`src/rtl/neuron_seq.sv`:
```
// Sequences one shared neuron pipeline across NUM_NEU logical neurons per layer pass.
// Optional argmax tracker enabled by defining NEURON_SEQ_ARGMAX_EN.
module neuron_seq #(
    parameter int DATA_W  = 32,
    parameter int NUM_NEU = 10,
    parameter int IDX_W   = 4,
    parameter int CLR_CYC = 2,
    parameter int TIMEOUT = 32
) (
    input  logic              i_clk,
    input  logic              i_reset,
    input  logic              i_start,
    output logic              o_busy,
    output logic              o_done,
    output logic              o_err,
    output logic              o_neu_reset,
    output logic              o_neu_in_rdy,
    output logic [IDX_W-1:0]  o_neu_sel,
    input  logic [DATA_W-1:0] i_neu_out,
    input  logic              i_neu_rdy,
    input  logic [IDX_W-1:0]  i_rd_idx,
    output logic [DATA_W-1:0] o_rd_data,
    output logic [IDX_W-1:0]  o_best_idx,
    output logic [DATA_W-1:0] o_best_val
);

    localparam int CMAX  = (CLR_CYC > TIMEOUT) ? CLR_CYC : TIMEOUT;
    localparam int CNT_W = $clog2(CMAX + 1);

    typedef enum logic [2:0] {
        S_IDLE, S_CLR, S_RUN, S_CAPT, S_DONE
    } state_t;

    state_t              r_state;
    state_t              w_next;
    logic [CNT_W-1:0]    r_cnt;
    logic [IDX_W-1:0]    r_idx;
    logic                r_err;
    logic [DATA_W-1:0]   r_capt;
    logic [DATA_W-1:0]   r_res [NUM_NEU];
    logic                w_tmo;
    logic                w_last;
    logic                w_accept;

    assign w_tmo    = (r_cnt == CNT_W'(TIMEOUT - 1));
    assign w_last   = (r_idx == IDX_W'(NUM_NEU - 1));
    assign w_accept = (r_state == S_IDLE) && i_start;

    always_ff @(posedge i_clk) begin
        if (i_reset) r_state <= S_IDLE;
        else         r_state <= w_next;
    end

    always_comb begin
        w_next = r_state;
        unique case (r_state)
            S_IDLE: if (i_start) w_next = S_CLR;
            S_CLR:  if (r_cnt == CNT_W'(CLR_CYC - 1)) w_next = S_RUN;
            S_RUN:  if (i_neu_rdy || w_tmo) w_next = S_CAPT;
            S_CAPT: w_next = w_last ? S_DONE : S_CLR;
            S_DONE: w_next = S_IDLE;
            default: w_next = S_IDLE;
        endcase
    end

    always_comb begin
        o_busy       = 1'b0;
        o_done       = 1'b0;
        o_neu_reset  = 1'b0;
        o_neu_in_rdy = 1'b0;
        unique case (r_state)
            S_CLR:  o_busy = 1'b1;
            S_RUN, S_CAPT: begin
                o_busy       = 1'b1;
                o_neu_reset  = 1'b1;
                o_neu_in_rdy = 1'b1;
            end
            S_DONE: o_done = 1'b1;
            default: ;
        endcase
        o_neu_sel = o_busy ? r_idx : '0;
        o_err     = r_err;
    end

    // Capture value is latched on RUN exit so the CAPT write does not depend on neu_out holding.
    always_ff @(posedge i_clk) begin
        if (i_reset) begin
            r_cnt  <= '0;
            r_idx  <= '0;
            r_err  <= 1'b0;
            r_capt <= '0;
            for (int i = 0; i < NUM_NEU; i++) r_res[i] <= '0;
        end else begin
            unique case (r_state)
                S_IDLE: if (i_start) begin
                    r_cnt <= '0;
                    r_idx <= '0;
                    r_err <= 1'b0;
                end
                S_CLR: begin
                    if (w_next == S_RUN) r_cnt <= '0;
                    else                 r_cnt <= r_cnt + 1'b1;
                end
                S_RUN: begin
                    r_cnt <= r_cnt + 1'b1;
                    if (i_neu_rdy) begin
                        r_capt <= i_neu_out;
                    end else if (w_tmo) begin
                        r_capt <= '0;
                        r_err  <= 1'b1;
                    end
                end
                S_CAPT: begin
                    r_cnt <= '0;
                    for (int i = 0; i < NUM_NEU; i++)
                        if (r_idx == IDX_W'(i)) r_res[i] <= r_capt;
                    if (!w_last) r_idx <= r_idx + 1'b1;
                end
                default: ;
            endcase
        end
    end

    always_comb begin
        o_rd_data = '0;
        for (int i = 0; i < NUM_NEU; i++)
            if (i_rd_idx == IDX_W'(i)) o_rd_data = r_res[i];
    end

`ifdef NEURON_SEQ_ARGMAX_EN
    logic [IDX_W-1:0]  r_best_idx;
    logic [DATA_W-1:0] r_best_val;

    always_ff @(posedge i_clk) begin
        if (i_reset || w_accept) begin
            r_best_idx <= '0;
            r_best_val <= '0;
        end else if (r_state == S_CAPT &&
                     (r_idx == '0 || $signed(r_capt) > $signed(r_best_val))) begin
            r_best_idx <= r_idx;
            r_best_val <= r_capt;
        end
    end

    assign o_best_idx = r_best_idx;
    assign o_best_val = r_best_val;
`else
    logic w_unused_accept;
    assign w_unused_accept = w_accept;
    assign o_best_idx = '0;
    assign o_best_val = '0;
`endif

endmodule
```
`config.mk`:
```
export PLATFORM = sky130hd
export DESIGN_NAME = neuron_seq
export DESIGN_NICKNAME = d
export VERILOG_FILES = /design/src/rtl/neuron_seq.sv
export SDC_FILE = /design/constraint.sdc
export NUM_CORES = 1
export LEC_CHECK = 0
export BUFFER_PORTS_ARGS = -buffer_cell sky130_fd_sc_hd__buf_2
export CAP_MARGIN = 20
export CORE_AREA = 2 2 179 199
export CTS_CLUSTER_DIAMETER = 60
export DETAILED_ROUTE_END_ITERATION = 10
export DIE_AREA = 0 0 181 201
export PLACE_DENSITY = 0.75
export SYNTH_ARGS = -nofsm -noshare
export SYNTH_HDL_FRONTEND = slang
export SYNTH_SLANG_ARGS = --single-unit
```
`constraint.sdc`:
```
create_clock -name i_clk -period 4 [get_ports i_clk]
set_input_delay 0.2 -clock i_clk [delete_from_list [all_inputs] [get_ports i_clk]]
set_output_delay 0.2 -clock i_clk [all_outputs]
set_load 0.1 [all_outputs]
```
### Word level (Yosys, flattened, before mapping)

Memories as Yosys holds them, arrays and structs flattened.
Index checks and enable logic that the tools add are counted.

* latch bits: 0
* bits in writable memories: 320
* flip-flop bits (word level): 46
* output and inout port bits: 77
* memories kept: 1
* input port bits: 40
* bits in read-only memories: 0

Memories
* r_res: words 10, bits a word 32, read ports 10, clocked after memory_dff 0, write ports 10, line 40 `logic [DATA_W-1:0] r_res [NUM_NEU];`

* reductions and logical operators: 14
* eq/ne operators: 29
* muxes and demuxes: 83
* div/mod/pow operators: 0
* multiply operators: 0
* $lt $le $gt $ge: 0
* bitwise operators: 10
* shifts and indexed selects: 0
* add/sub/neg operators: 2

Operator list (count)
* $mux W32: 22
* $mux W1: 48
* $eq A4 B3 Y1 const B: 8
* $pmux W6 S4: 1
* $eq A4 B2 Y1 const B: 4
* $eq A4 B4 Y1 const B: 4
* $mux W3: 4
* $mux W4: 3
* $mux W6: 2
* $pmux W3 S4: 1
* $or A1 B1 Y1: 10
* $eq A3 B2 Y1 const B: 3
* $eq A4 B1 Y1 const B: 2
* $logic_not A4 Y1: 2
* $ne A2 B2 Y1 const B: 4
* $pmux W4 S2: 1
* $add A6 B1 Y6 const B: 1
* $eq A6 B1 Y1 const B: 1
* $eq A6 B5 Y1 const B: 1
* $reduce_bool A2 Y1: 3
* $add A4 B1 Y4 const B: 1
* $reduce_and A2 Y1: 2
* $reduce_and A4 Y1: 1
* $reduce_bool A4 Y1: 1
* 8 further kinds: 8

### Logic depth before layout (Yosys ltp)

* depth in word-level cells: 11
* depth in mapped cells: 8
* depth with buffers taken out: 7

### Worst setup path before layout

No wires, ideal clock.

* kind: in2out
* start: input i_rd_idx[3]
* end: output o_rd_data[13]
* data arrival time: 3.329 ns
* path slack: 0.471 ns
* cell stages on the path: 7
* buffers on the path: 2
* cells stage by stage: buf_2 nor2b_1 buf_2 nand2_2 a21o_1 o221ai_1 o31ai_1

* word-level cells in the longest chain between the ends: 11
* elaborated cells on any way between the ends: 20
* those cells by class: 9 x eq/ne; 10 x mux; 1 x reduce/logical

Ends and longest elaborated chain
* from (decl): line 21 `input logic [IDX_W-1:0] i_rd_idx,`
* $logic_not A4 Y1: line 127 `if (i_rd_idx == IDX_W'(i)) o_rd_data = r_res[i];`
* $mux W32 (9 in a row): line 127
* $mux W32 (*): line 127
* to (decl): line 22 `output logic [DATA_W-1:0] o_rd_data,`

Mark *: on every way between the ends. The rest lies on a longest branch, timed or not.

### Final worst setup path

* start: input i_rd_idx[1]
* end: output o_rd_data[18]

The elaborated chain is that of the path after synthesis.

==> results.md <==
- The flow ran to the end, and the final reports show no timing, DRC or antenna violations.
- The clock edge transition at the registers on the reported setup and hold paths is around 50 ps.
- For this run, the total global-route usage over all layers was measured as 0.242.
- STA classifies the critical path startpoint as an input pin.
- In the routed layout, each cell is associated on average with a via count of a little under 6.
- The total of max-cap violations is 0.
- The hold violation count in the final report came to 0.
- The tree built by TritonCTS fans out to between 300 and 400 sinks.
- The number of warning messages in the yosys log is 0.
- In this run, placement finished with an instance count of roughly 1.9k.
- The area of the multi-input gates is 0.00587 mm2.
- The number of global-route vias before repair is ~12k.
- The number of routed nets with antenna violations is 0.
- Data on the critical path arrives at its endpoint at roughly 2900 ps.
- The internal power is between 6 and 7 mW.
- The library cells used most frequently in the layout, excluding fill and tap cells, are sky130_fd_sc_hd__and2_1 (324), sky130_fd_sc_hd__edfxtp_1 (320), sky130_fd_sc_hd__a21oi_1 (85).
- The initial standard-cell utilization of the core is 0.490.
- The leakage power is between 7 and 8 nW.
- The startpoint of the worst hold path is i_neu_out[18].
- TritonCTS built the clock tree.
- 117 I/O pins were placed.
- Of the total power, the share spent switching nets is 0.258.
- For the pin with the worst max-slew slack, the measured transition is between 1000 and 1500 ps.
- Setup repair after global routing left no endpoint under its margin.
- The storage element area is 0.0105 mm2.
- The die covers 0.0364 mm2.
- The floorplan has just over 70 rows.
- The critical path in this run is classified as in -> out.
- Of the total power, combinational logic draws 0.111.
- The routed design could run at a clock period as short as between 3000 and 4000 ps.
- The stage delay of the slowest cell on the critical path is between 600 and 700 ps.
- Entering global routing, the biggest net connects 52 pins.
- The H-tree generated during clock tree synthesis spans 2 levels.
- The congestion estimate from routability-driven global placement came to between 0.7 and 0.8.
- The first routing iteration left ~1.4k violations.
- The final max-slew violation count came to 0.
- The flop and latch count out of synthesis is approximately 370.
- The critical path required time is ~3800 ps.
- The synthesized netlist contains 54 unique library cells.
- The instance area after placement is ~0.018 mm2.
- Of the total power, registers draw 0.486.
- The number of nets in the layout is around 1.6k.
- The detailed-router iteration count before antenna repair is 6.
- After clock tree synthesis, the setup repair step added 0 buffers.
- The end point of the worst hold path is r_capt[18].
- The largest delay contributor family on the critical path is simple AND/OR/NAND/NOR gates.
- At the end of the flow the core is filled with cells to 0.557.
- The register-to-register setup slack is roughly 1400 ps.
- The library cell used most frequently in the layout, excluding fill and tap cells, is sky130_fd_sc_hd__and2_1.
- The number of buffers created by CTS is 39.
- The nature of the critical path endpoint is a primary output.
- The area overhead of the layout relative to synthesis is 13.7%.
- The die is 201 um tall.
- The first global-routing pass estimated around 68000 um of wire.
- The capture instance of the worst register-to-register path is r_res[3][0].
- Timing would allow up to around 320 MHz.
- The DRC violation count after routing is 0.
- The startpoint identified for the worst register-to-register timing path is r_state[2].
- For this design the total switching power over the nets is about 2.3 mW.
- The cell at the slowest stage of the critical path is sky130_fd_sc_hd__nand2_1.
- Along the worst hold path, the cell count comes to 3.
- Traced cell by cell, the critical path runs through buf_2 -> nor2_2 -> nand2_1 -> o21ai_0 -> nor3_1 -> nor3_1 -> buf_2.
- CTS placed an instance of sky130_fd_sc_hd__clkbuf_16 at the clock tree root.
- The number of I/O port buffers is 80.
- The library cell occupying the most area in the post-synthesis netlist is sky130_fd_sc_hd__edfxtp_1.
- The insertion delay of the later-clocked pin in the worst-skew pair is between 500 and 600 ps.
- The highest ir drop seen on vdd is between 0.0003 and 0.0004 V.
- The total wirelength of the detailed-routed design is between 40000 and 50000 um.
- Final hold analysis gives a worst-case slack of approximately 33 ps.
- Of the available clock period, the critical path in the final layout requires 0.786.
- The worst register-to-register path has a depth of 5.
- The sum of buffers and inverters on the critical path is 2.
- The power density over the cells is between 400 and 500 mW/mm2.
- The routed layout has around 12k vias.
- The share of synthesized registers carrying an async set or reset is 0.
- After synthesis, the cell types taking the most area are sky130_fd_sc_hd__edfxtp_1 (57%), sky130_fd_sc_hd__and2_1 (12%), sky130_fd_sc_hd__dfxtp_1 (5.4%).
- Setup violations remaining at the end of the flow were counted as 0.
- Adding up every negative setup slack in the final design gives 0 ps.
- In the final layout, the share of cells above drive strength 1 is 0.130.
- The final HPWL from detailed placement is around 25000 um.
- The final clock skew is slightly above 10 ps.
- Headroom to the max-slew limit came out at 0.248.
- The core footprint is approximately 0.035 mm2.
- The mapped netlist covers around 0.017 mm2.
- Of all nets on the critical path, the largest fanout is 29.
- Dividing the synthesized area by the synthesized cell count gives about 12 um2.
- The top flip-flop cell by instance count after synthesis is sky130_fd_sc_hd__edfxtp_1.
- The repair_antennas step left the layout with diodes totalling 0.
- Once layout is complete, the cells apart from fillers number approximately 2.0k.
- After clock tree synthesis, the flow added hold-fix buffers numbering 31.
- The worst hold path belongs to the class in -> reg.
- Counting along the longest clock path gives a buffer depth of 3.
- The number of enable-type register cells in the synthesized netlist is 320.
- The sequential share of the synthesized area is 0.621.
- The average detailed-routed wire length per instance is ~22 um.
- The fill cell instance count of the final layout is approximately 2.9k.
- The initial antenna violation count is 0.
- The remaining global-route overflow is 0.
- The share of synthesized area in the top cell type comes to 0.567.
- The share of total power dissipated in the clock network is 0.403.
- The post-cts gate resize count is 0.
- After technology mapping, the gate count stands at roughly 1.5k.
- The finished cells cover 0.0193 mm2.
- The die is around 180 um wide.
-- how the worst max path moves through the flow --
| stage | start | endpoint | depth (start not counted) | slack, ps |
|---|---|---|---|---|
| finish | i_rd_idx[1] | o_rd_data[18] | 7 | 860 |
| global route | i_rd_idx[1] | o_rd_data[1] | 7 | 690 |
| CTS | i_rd_idx[1] | o_rd_data[18] | 7 | 930 |
| detailed placement | i_rd_idx[1] | o_rd_data[18] | 7 | 930 |
| global placement | i_rd_idx[1] | o_rd_data[12] | 7 | 960 |
| floorplan | i_rd_idx[3] | o_rd_data[13] | 7 | 470 |
-- cell type report --
| class | count | area share |
|---|---|---|
| Clock buffer | 54 | 0.0573 |
| Clock inverter | 16 | 0.00805 |
| Inverter | 9 | 0.00175 |
| Multi-Input combinational cell | 960 | 0.304 |
| Sequential cell | 366 | 0.546 |
| Tap cell | 444 | 0.0288 |
| Timing Repair Buffer | 146 | 0.0534 |
-- worst min-delay path, cell delays in order --
cell and delay (ps):
sky130_fd_sc_hd__buf_2 120, sky130_fd_sc_hd__a22oi_1 80, sky130_fd_sc_hd__nor2_1 100
-- state kept, by name (all words and copies together), names as in the netlist --
name	flops
r_capt	32
r_res	320
r_cnt	6
r_state	3
o_err	1
r_idx	4
-- routing by layer --
layer / vias to the layer above / track usage / share of wire
met5: - / 0 / 0
met4: 0 / 0.0819 / 0.027
met3: 85 / 0.0376 / 0.085
met2: 538 / 0.406 / 0.48
met1: 5731 / 0.324 / 0.41
li1: 5256 / - / -
-- synthesized netlist by cell type (all sizes together), types with 9 or more instances --
library cell / instances
buf: 64
o21ai: 77
a21oi: 85
dfxtp: 46
nor2: 82
nand3: 10
a211oi: 9
edfxtp: 320
o22ai: 27
clkbuf: 97
mux2i: 57
nor3: 50
a22oi: 36
nand2: 73
and2: 324
-- power groups by stage --
| stage | combinational, mW | clock [mW] | sequential, mW |
|---|---|---|---|
| floorplan | 0.774 | 0 | 4.37 |
| global placement | 0.936 | 0 | 4.38 |
| detailed placement | 0.945 | 0 | 4.39 |
| CTS | 0.971 | 3.61 | 4.31 |
| global route | 1.03 | 3.75 | 4.32 |
| finish | 0.982 | 3.57 | 4.31 |
-- per-stage QoR --
stage | setup WS (ps) | power [mW]
finish | 856 | 8.86
global route | 690 | 9.10
CTS | 930 | 8.89
detailed placement | 933 | 5.34
global placement | 960 | 5.32
floorplan | 471 | 5.14
-- kinds of logic after synthesis --
group,share of synthesized area
adders and majority gates,0.00443
buffers and inverters,0.0481
xor gates and xnor gates,0.00362
and+or+nand+nor,0.186
DFF,0.621
muxes,0.0337
AOI/OAI and AO/OA,0.102
other,0.000221
No activity file was read; power rests on OpenSTA's default activity.
